==> src/rtl/jtframe_mainbus.sv <==
// Main-CPU bus controller for Konami-style 6809 boards: address decode, banked ROM
// window with wait states, control registers, edge-latched IRQ controller, watchdog.
module jtframe_mainbus #(
   parameter int BANK_W   = 4,
   parameter int BANK_OFS = 2,
   parameter int ROM_AW   = 18,
   parameter int IRQ_N    = 2,
   parameter int WDOG_W   = 20
)(
   input  logic              clk,
   input  logic              rst,
   input  logic              cpu_cen,
   input  logic [15:0]       A,
   input  logic              rnw,
   input  logic [7:0]        cpu_dout,
   output logic [7:0]        cpu_din,
   output logic              rom_cs,
   output logic [ROM_AW-1:0] rom_addr,
   input  logic [7:0]        rom_data,
   input  logic              rom_ok,
   output logic              waitn,
   output logic              ram_cs,
   output logic              pal_cs,
   output logic              gfx_cs,
   output logic              io_cs,
   output logic [2:0]        io_sel,
   input  logic [7:0]        ram_dout,
   input  logic [7:0]        pal_dout,
   input  logic [7:0]        gfx_dout,
   input  logic [7:0]        io_din,
   output logic [BANK_W-1:0] bank,
   input  logic [IRQ_N-1:0]  irq_trig,
   input  logic              irq_ack,
   input  logic              dip_pause,
   output logic              irq_n,
   output logic [7:0]        snd_latch,
   output logic              snd_irq,
   input  logic              snd_ack,
   output logic              wdog_rst,
   output logic [0:0]        fsm_st
);

   localparam int PW = ROM_AW - 14;
   localparam logic [0:0] ST_IDLE = 1'b0;
   localparam logic [0:0] ST_WAIT = 1'b1;

   logic          rom_rgn, any_cs;
   logic [PW-1:0] page;

   assign rom_rgn = A[15] | (A[15:14] == 2'b01);
   assign rom_cs  = rom_rgn & rnw;
   assign ram_cs  = A[15:11] == 5'b00011;
   assign pal_cs  = A[15:11] == 5'b00010;
   assign gfx_cs  = (A[15:13] == 3'b001) | (A[15:8] == 8'h00);
   assign io_cs   = A[15:11] == 5'b00001;
   assign io_sel  = io_cs ? A[10:8] : 3'd0;
   assign any_cs  = rom_cs | ram_cs | pal_cs | gfx_cs | io_cs;

   // Bank page wraps within the ROM size rather than spilling past it
   assign page     = PW'(bank) + PW'(BANK_OFS);
   assign rom_addr = A[15] ? ROM_AW'(A[14:0]) : {page, A[13:0]};

   assign cpu_din = ({8{rom_cs}} & rom_data) | ({8{ram_cs}} & ram_dout)
                  | ({8{pal_cs}} & pal_dout) | ({8{gfx_cs}} & gfx_dout)
                  | ({8{io_cs }} & io_din  ) | ({8{~any_cs}} & 8'hFF);

   logic wr, wr_bank, wr_en, wdog_clr, wr_slatch, wr_sirq;
   assign wr        = cpu_cen & ~rnw & io_cs;
   assign wr_bank   = wr & (A == 16'h0C00);
   assign wr_en     = wr & (A == 16'h0C01);
   assign wdog_clr  = wr & (A == 16'h0E00);
   assign wr_slatch = wr & (A == 16'h0F00);
   assign wr_sirq   = wr & (A == 16'h0F01);

   logic [IRQ_N-1:0] irq_en, en_next, pend, pend_next, trig_s, trig_l, irq_edge, ack_mask;

   assign en_next   = wr_en ? cpu_dout[IRQ_N-1:0] : irq_en;
   assign irq_edge  = trig_s & ~trig_l & irq_en & {IRQ_N{dip_pause}};
   // Isolates the lowest set pending bit
   assign ack_mask  = {IRQ_N{irq_ack}} & pend & (~pend + IRQ_N'(1));
   assign pend_next = ((pend & ~ack_mask) | irq_edge) & en_next;
   assign irq_n     = ~|pend;

   always_ff @(posedge clk) begin
      if (rst) begin
         bank      <= '0;
         irq_en    <= '0;
         pend      <= '0;
         trig_s    <= '0;
         trig_l    <= '0;
         snd_latch <= 8'd0;
         snd_irq   <= 1'b0;
      end else begin
         trig_s <= irq_trig;
         trig_l <= trig_s;
         irq_en <= en_next;
         pend   <= pend_next;
         if (wr_bank)   bank      <= cpu_dout[BANK_W-1:0];
         if (wr_slatch) snd_latch <= cpu_dout;
         if (wr_sirq)      snd_irq <= 1'b1;
         else if (snd_ack) snd_irq <= 1'b0;
      end
   end

   // Wait-state FSM: a_q holds last clk's address so an acknowledge arriving
   // in the same clk the address moves is treated as stale.
   logic [0:0]  st;
   logic [15:0] last_a, a_q;
   logic        start, done;

   assign start  = ~rst & (st == ST_IDLE) & cpu_cen & rom_cs & ((A != last_a) | ~rom_ok);
   assign done   = (st == ST_WAIT) & rom_ok & (A == a_q);
   assign waitn  = ~(start | (st == ST_WAIT));
   assign fsm_st = st;

   always_ff @(posedge clk) begin
      if (rst) begin
         st     <= ST_IDLE;
         last_a <= 16'hFFFF;
         a_q    <= 16'hFFFF;
      end else begin
         a_q <= A;
         case (st)
            ST_IDLE: if (start) st <= ST_WAIT;
            ST_WAIT: if (done) begin
               st     <= ST_IDLE;
               last_a <= A;
            end
            default: st <= ST_IDLE;
         endcase
      end
   end

   generate
      if (WDOG_W > 0) begin : g_wdog
         logic [WDOG_W-1:0] wdog_cnt;
         always_ff @(posedge clk) begin
            if (rst) begin
               wdog_cnt <= '0;
               wdog_rst <= 1'b0;
            end else begin
               wdog_rst <= 1'b0;
               if (wdog_clr) wdog_cnt <= '0;
               else if (cpu_cen) begin
                  wdog_cnt <= wdog_cnt + WDOG_W'(1);
                  wdog_rst <= &wdog_cnt;
               end
            end
         end
      end else begin : g_nowdog
         assign wdog_rst = 1'b0;
      end
   endgenerate

endmodule

==> config.mk <==
export PLATFORM = sky130hd
export DESIGN_NAME = jtframe_mainbus
export DESIGN_NICKNAME = d
export VERILOG_FILES = /design/src/rtl/jtframe_mainbus.sv
export SDC_FILE = /design/constraint.sdc
export NUM_CORES = 1
export LEC_CHECK = 0
export BUFFER_PORTS_ARGS = -buffer_cell sky130_fd_sc_hd__buf_2
export CAP_MARGIN = 20
export CORE_UTILIZATION = 45
export CTS_CLUSTER_DIAMETER = 120
export DETAILED_ROUTE_END_ITERATION = 7
export PLACE_DENSITY = 0.72
export SYNTH_ARGS = -nofsm -noshare
export SYNTH_HDL_FRONTEND = slang
export SYNTH_SLANG_ARGS = --single-unit
==> constraint.sdc <==
create_clock -name clk -period 2.2 [get_ports clk]
set_input_delay 0 -clock clk [delete_from_list [all_inputs] [get_ports clk]]
set_output_delay 0 -clock clk [all_outputs]
set_load 0.05 [all_outputs]
==> flow_summary.ini, run 1 <==
[outcome]
status = finished, final reports clean

[drt]
drc = 0
ant_nets = 0
vias_per_cell = 5.01
vias = 3243
wl_per_cell_um = 13.8
drt_iter0_markers = 199
dr.pass1.iters = 4
totalWireLength_um = 8930

[power_and_ir_drop]
power_density_mw_per_mm2 = 679
p_leak_nw = 2.05
vdd_drop_max_v = 0.000464

[synthesis]
synthXorXnorAreaFrac = 0.121
synthSimpleGateAreaFrac = 0.223
ys_warn_count = 0
yosys-mux-area-fraction = 0.107
yosysSeqAreaShare = 0.400
ys.flop_type = dfxtp_1
synthCells = 416
synth-edff-count = 0
synthAdderAreaFrac = 0.0100
synthArstFlopShare = 0
syn_area_mm2 = 0.00375
synth_compound_area_frac = 0.0567
ys_ff_latch = 75
syn_avg_cell_area_um2 = 9.02
synth_cell_types = 43
synth_top_family_by_area = simple AND/OR/NAND/NOR gates
syn_nets = 493

[hold_path]
min_to = snd_irq
hold_class = in -> reg
hold_start = A[0]
hold_depth = 3

[die]
dieArea_mm2 = 0.00871
fp-row-count = 32
fp.dieH_um = 93.3
start_util = 0.476
coreArea_mm2 = 0.00789
die_w_um = 93.3
io_pins = 125

[sta]
report.final.slew_viol_count = 0
final_hold_viol_count = 0
grt_setup_unrepaired = false
setup_viol = 0
fin_setup_tns_ps = 0
skew_ps = 9.48
max_slew_margin = 0.592
fmax_mhz = 500
worst_pin_slew_ps = 612
fin_crit_ps = 2000
hold_slack_ps = 14.3
fin_crit_sh = 0.909

[global_routing]
grt_usage = 0.210
grt_pass1_vias = 3094
grt_max_degree = 24
grt_pass1_wl_um = 14300
grt.overflow.total = 0
antenna_found_initial = 0

[critical_path]
cp_max_fo = 5
path_common_cell = nand4_1
cp_top_family = buffers and inverters
crit_required_ps = 2200
end_kind = primary output
critical_path_arrival_ps = 2000
crit_type = in -> out
cp.depth = 8
crit_chain = dlygate4sd3_1 > buf_2 > xnor2_1 > nand4_1 > nor4_1 > nand4_1 > a41oi_1 > clkbuf_4
r2r-end = last_a[7]
critical_path.max_stage_delay_ps = 540
r2r_cells = 6
crit_slowest_cell = dlygate4sd3_1
r2r-start = a_q[8]
start_kind = input pin
r2r_slack_ps = 460
cp_num_buf_inv = 3

[finish]
fin_util = 0.608
drive_gt1_frac = 0.290
regArea_mm2 = 0.00150
multi_input_area_mm2 = 0.00195
nNetsFinal = 617
fill_cells = 668
diodes = 0
syn_to_final_growth_pct = 27.8

[clock_tree]
cts_sinks = 75
clock-root-buffer = clkbuf_8
h-tree-depth = 3
clk_latency_ps = 350
clk_pin_slew_ps = 80
clock_path_buffers = 2
cts_inserted_buffers = 9
cts_tree = yes

[placed_design]
port_buffers = 124
gp_congestion = 0.754
place_hpwl_um = 6660

[flow_run]
drv_cap = 0
[state kept, by name (all words and copies together) (netlist names)]
| name | count |
|---|---|
| g_wdog.wdog_cnt | 20 |
| snd_latch | 8 |
| snd_irq | 1 |
| last_a | 16 |
| trig_l | 2 |
| fsm_st | 1 |
| irq_en | 2 |
| wdog_rst | 1 |
| bank | 4 |
| pend | 2 |
| trig_s | 2 |
| a_q | 16 |
[cell type report]
class	instances	area share
clock buffer	9	0.0258
clock inverter	7	0.0292
multi-input combinational	281	0.407
inverter	24	0.0188
timing repair buffer	149	0.179
tap	102	0.0266
sequential	75	0.313
[cell usage in the layout, fill, tap and decap left out, types with 2 or more instances in the layout]
cell type | synthesis | routed
ha_1 | 3 | 3
bufinv_16 | 0 | 4
nor4_4 | 3 | 3
mux2i_1 | 39 | 39
xor2_1 | 17 | 17
buf_2 | 7 | 123
a221o_1 | 8 | 8
buf_4 | 15 | 5
a21oi_1 | 2 | 2
a211o_1 | 8 | 8
and3_2 | 2 | 2
nand2_1 | 9 | 9
nor4b_1 | 2 | 2
clkbuf_8 | 0 | 9
and2_1 | 3 | 3
clkinvlp_4 | 0 | 2
dfxtp_1 | 75 | 75
inv_1 | 24 | 24
nor2_1 | 90 | 90
nor3_1 | 3 | 3
dlygate4sd3_1 | 0 | 20
nor4_1 | 5 | 4
and4_1 | 6 | 6
xnor2_1 | 35 | 35
nand3b_1 | 2 | 2
nand4_1 | 13 | 13
o21a_1 | 2 | 2
nand3_1 | 9 | 9
nor2b_1 | 5 | 5
[cells in the mapped netlist (all sizes together), types with 9 or more instances]
cell	count	area, um^2
clkbuf	11	41.3
inv	24	90.1
nor2	90	338
nand4	13	81.3
buf	25	174
xnor2	35	307
nand2	9	33.8
mux2i	39	390
dfxtp	75	1500
nand3	10	55.1
xor2	17	149
[metal layers]
metal | global-route usage | up-vias | wire (um)
li1 | - | 1634 | -
met5 | 0 | - | 0
met3 | 0.0724 | 5 | 467
met2 | 0.355 | 86 | 4380
met4 | 0.0321 | 0 | 40
met1 | 0.263 | 1518 | 4040
[kinds of logic (layout without fill, tap and decap cells)]
group	after synthesis	in the layout
buffers and inverters	60	189
AND/OR/NAND/NOR	161	161
adder cells (fa/ha/maj)	3	3
flip-flops	75	75
multiplexers	40	40
XOR/XNOR	52	52
AO/OA/AOI/OAI	25	25
[worst max-delay path by stage]
stage | start | endpoint | slack (ps)
2_1_floorplan | A[9] | cpu_din[0] | 270
3_3_place_gp | A[15] | snd_latch[3] | 530
3_5_place_dp | A[15] | snd_latch[7] | 460
4_1_cts | last_a[7] | waitn | 170
5_1_grt | last_a[7] | waitn | 20
6_report | A[7] | waitn | 200
[report_power, final]
group	total [W]	switching [W]	internal [W]
Clock	0.00138	0.000513	0.000865
Combinational	0.000486	0.000307	0.000179
Sequential	0.00139	0.0000126	0.00138
[tightest hold or removal path, delay by kind of cell]
family / cells / cell delay [ps]
buffers and inverters: 1 / 170
and+or+nand+nor: 1 / 90
AOI/OAI and AO/OA: 1 / 60
[per-stage QoR]
step | std cells | instance area (um^2) | setup WS (ps) | power, W
after global placement | 611 | 4330 | 528 | 0.00188
after global routing | 647 | 4800 | 20.2 | 0.00339
after detailed placement | 611 | 4330 | 456 | 0.00188
after CTS | 647 | 4790 | 168 | 0.00329
final | 647 | 4800 | 200 | 0.00326
after floorplan | 416 | 3750 | 268 | 0.00175
[repair_timing]
item	4_1_cts	5_1_grt
hold buffers	20	0
buffers inserted	0	0
setup endpoints to repair	0	1
gates resized for setup	0	1
endpoints found under the hold margin	26	0
Power figures use the tool's default switching activity.
==> run 2, diff against run 1 <==
- clock period: 2.2 -> 2.1 ns (I/O delays scaled with it)
==> run 2 against run 1 <==
Effect of this change:
- flip-flop and latch count unchanged
- via count about the same
- first-iteration DRC count down 39%
- non-clock buffer count up 4
- hold slack better by 11 ps
- clock power down 28%
- core utilization down 0.68 points
- wire length up 1.6%
- clock-buffer cell count up 5
- critical path depth unchanged
==> flow_summary.ini, run 2 (same netlist as run 1, synthesis figures left out) <==
[outcome]
status = finished, final reports clean

[finish]
drive_gt1_frac = 0.284
final_cell_mix = 123 x buf_2, 90 x nor2_1, 75 x dfxtp_1, 39 x mux2i_1, 35 x xnor2_1
reg_top3 = g_wdog.wdog_cnt: 20 flops, a_q: 16 flops, last_a: 16 flops
largest_reg_flops = 20
largest-register = g_wdog.wdog_cnt
nNetsFinal = 621
diodes = 0
syn_to_final_growth_pct = 26.4
final_common_cell = buf_2

[sta]
final_hold_viol_count = 0
skew_ps = 7.54
fin_crit_ps = 1920
fin_setup_tns_ps = 0
setup_viol = 0
fin_crit_sh = 0.914
worst_pin_slew_ps = 587
hold_slack_ps = 24.9
grt_setup_unrepaired = false
setup_ws_ps = 181
fmax_mhz = 521
max_slew_margin = 0.609
report.final.slew_viol_count = 0

[power_and_ir_drop]
seqPwrFrac = 0.491
power_density_mw_per_mm2 = 627
combPwrFrac = 0.175
clockPowerShare = 0.334
vdd_drop_max_v = 0.000453
p_leak_nw = 2.03
internal-power_w = 0.00213
swShare = 0.282
power_switching_w = 0.000839

[drt]
dr.pass1.iters = 4
vias = 3241
vias_per_cell = 4.98
ant_nets = 0
wl_per_cell_um = 13.9
totalWireLength_um = 9080
drc = 0
drt_iter0_markers = 122

[die]
dieArea_mm2 = 0.00871
fp.dieH_um = 93.3
coreArea_mm2 = 0.00789
io_pins = 125
fp-row-count = 32
start_util = 0.476
die_w_um = 93.3

[flow_run]
drv_cap = 0

[placed_design]
port_buffers = 124
gp_congestion = 0.787
place_hpwl_um = 6680
dp_slack_ps = 337

[critical_path]
crit_type = in -> out
crit_path_end = waitn
cp_max_fo = 6
r2r_cells = 6
critical_path_arrival_ps = 1920
r2r-start = a_q[1]
end_kind = primary output
start_kind = input pin
r2r-end = last_a[1]
crit_required_ps = 2100
cp-startpoint = A[3]
r2r_slack_ps = 420

[clock_tree]
clk_pin_slew_ps = 80
clk_latency_ps = 340
clock_path_buffers = 2
h-tree-depth = 3
cts_tree = yes
cts_sinks = 75
clock-root-buffer = clkbuf_8
cts_setup_buffers = 0
cts_inserted_buffers = 9

[hold_path]
hold_class = in -> reg
hold_depth = 3

[global_routing]
grt_usage = 0.211
grt_pass1_wl_um = 14300
antenna_found_initial = 0
grt.overflow.total = 0
grt_max_degree = 29
grt_pass1_vias = 2965
[run 2: cell types whose count changed in the layout (fill, tap and decap cells not counted)]
cell,change
buf_4,+2
clkinv_2,+1
bufinv_16,-4
clkbuf_4,-1
dlygate4sd3_1,+3
clkbuf_1,+3
clkinvlp_4,-2
clkbuf_8,+2
[run 2: layout make-up]
class                           count  area [um^2]
Fill cell                         694         3150
Multi-Input combinational cell    281         1950
Sequential cell                    75         1500
Timing Repair Buffer              153          898
Clock buffer                       14          163
Tap cell                          102          128
Inverter                           24         90.1
Clock inverter                      2         10.0
[run 2: critical path, stage by stage]
cell,delay [ps]
dlygate4sd3_1,540
buf_2,170
xnor2_1,140
nand4_1,110
nor4_1,320
nand4_1,160
a41oi_1,240
buf_4,230
[run 2: worst min path at each step]
stage | startpoint | end | slack, ps
after floorplan | A[13] | a_q[13] | 100
after CTS | A[14] | a_q[14] | 4
after global routing | A[0] | snd_irq | 20
after global placement | irq_trig[1] | trig_s[1] | 210
final | A[14] | a_q[14] | 20
after detailed placement | irq_trig[1] | trig_s[1] | 220
[run 2: repair_timing]
item / 4_1_cts / 5_1_grt
hold buffers: 23 / 0
endpoints found under the hold margin: 28 / 0
setup endpoints to repair: 0 / 1
resized for setup: 0 / 2
[run 2: stage by stage]
step	utilization	area, um^2	power (W)	cells
2_1_floorplan	-	3750	0.00183	416
3_3_place_gp	0.550	4340	0.00197	612
3_5_place_dp	0.550	4340	0.00198	612
4_1_cts	0.601	4740	0.00300	651
5_1_grt	0.601	4740	0.00309	651
6_report	0.601	4740	0.00297	651
[run 2: layer usage]
| layer | GRT usage | share of wire | up-vias |
|---|---|---|---|
| li1 | - | - | 1650 |
| met1 | 0.290 | 0.46 | 1495 |
| met2 | 0.328 | 0.48 | 89 |
| met3 | 0.0602 | 0.053 | 7 |
| met4 | 0.0449 | 0.0044 | 0 |
| met5 | 0 | 0 | - |
[run 2: power by group through the flow]
| stage | Sequential, W | Clock, W | Combinational [W] |
|---|---|---|---|
| finish | 0.00146 | 0.000993 | 0.000518 |
| global route | 0.00146 | 0.00108 | 0.000553 |
| CTS | 0.00146 | 0.00102 | 0.000517 |
| detailed placement | 0.00149 | 0 | 0.000482 |
| global placement | 0.00149 | 0 | 0.000476 |
| floorplan | 0.00150 | 0 | 0.000339 |
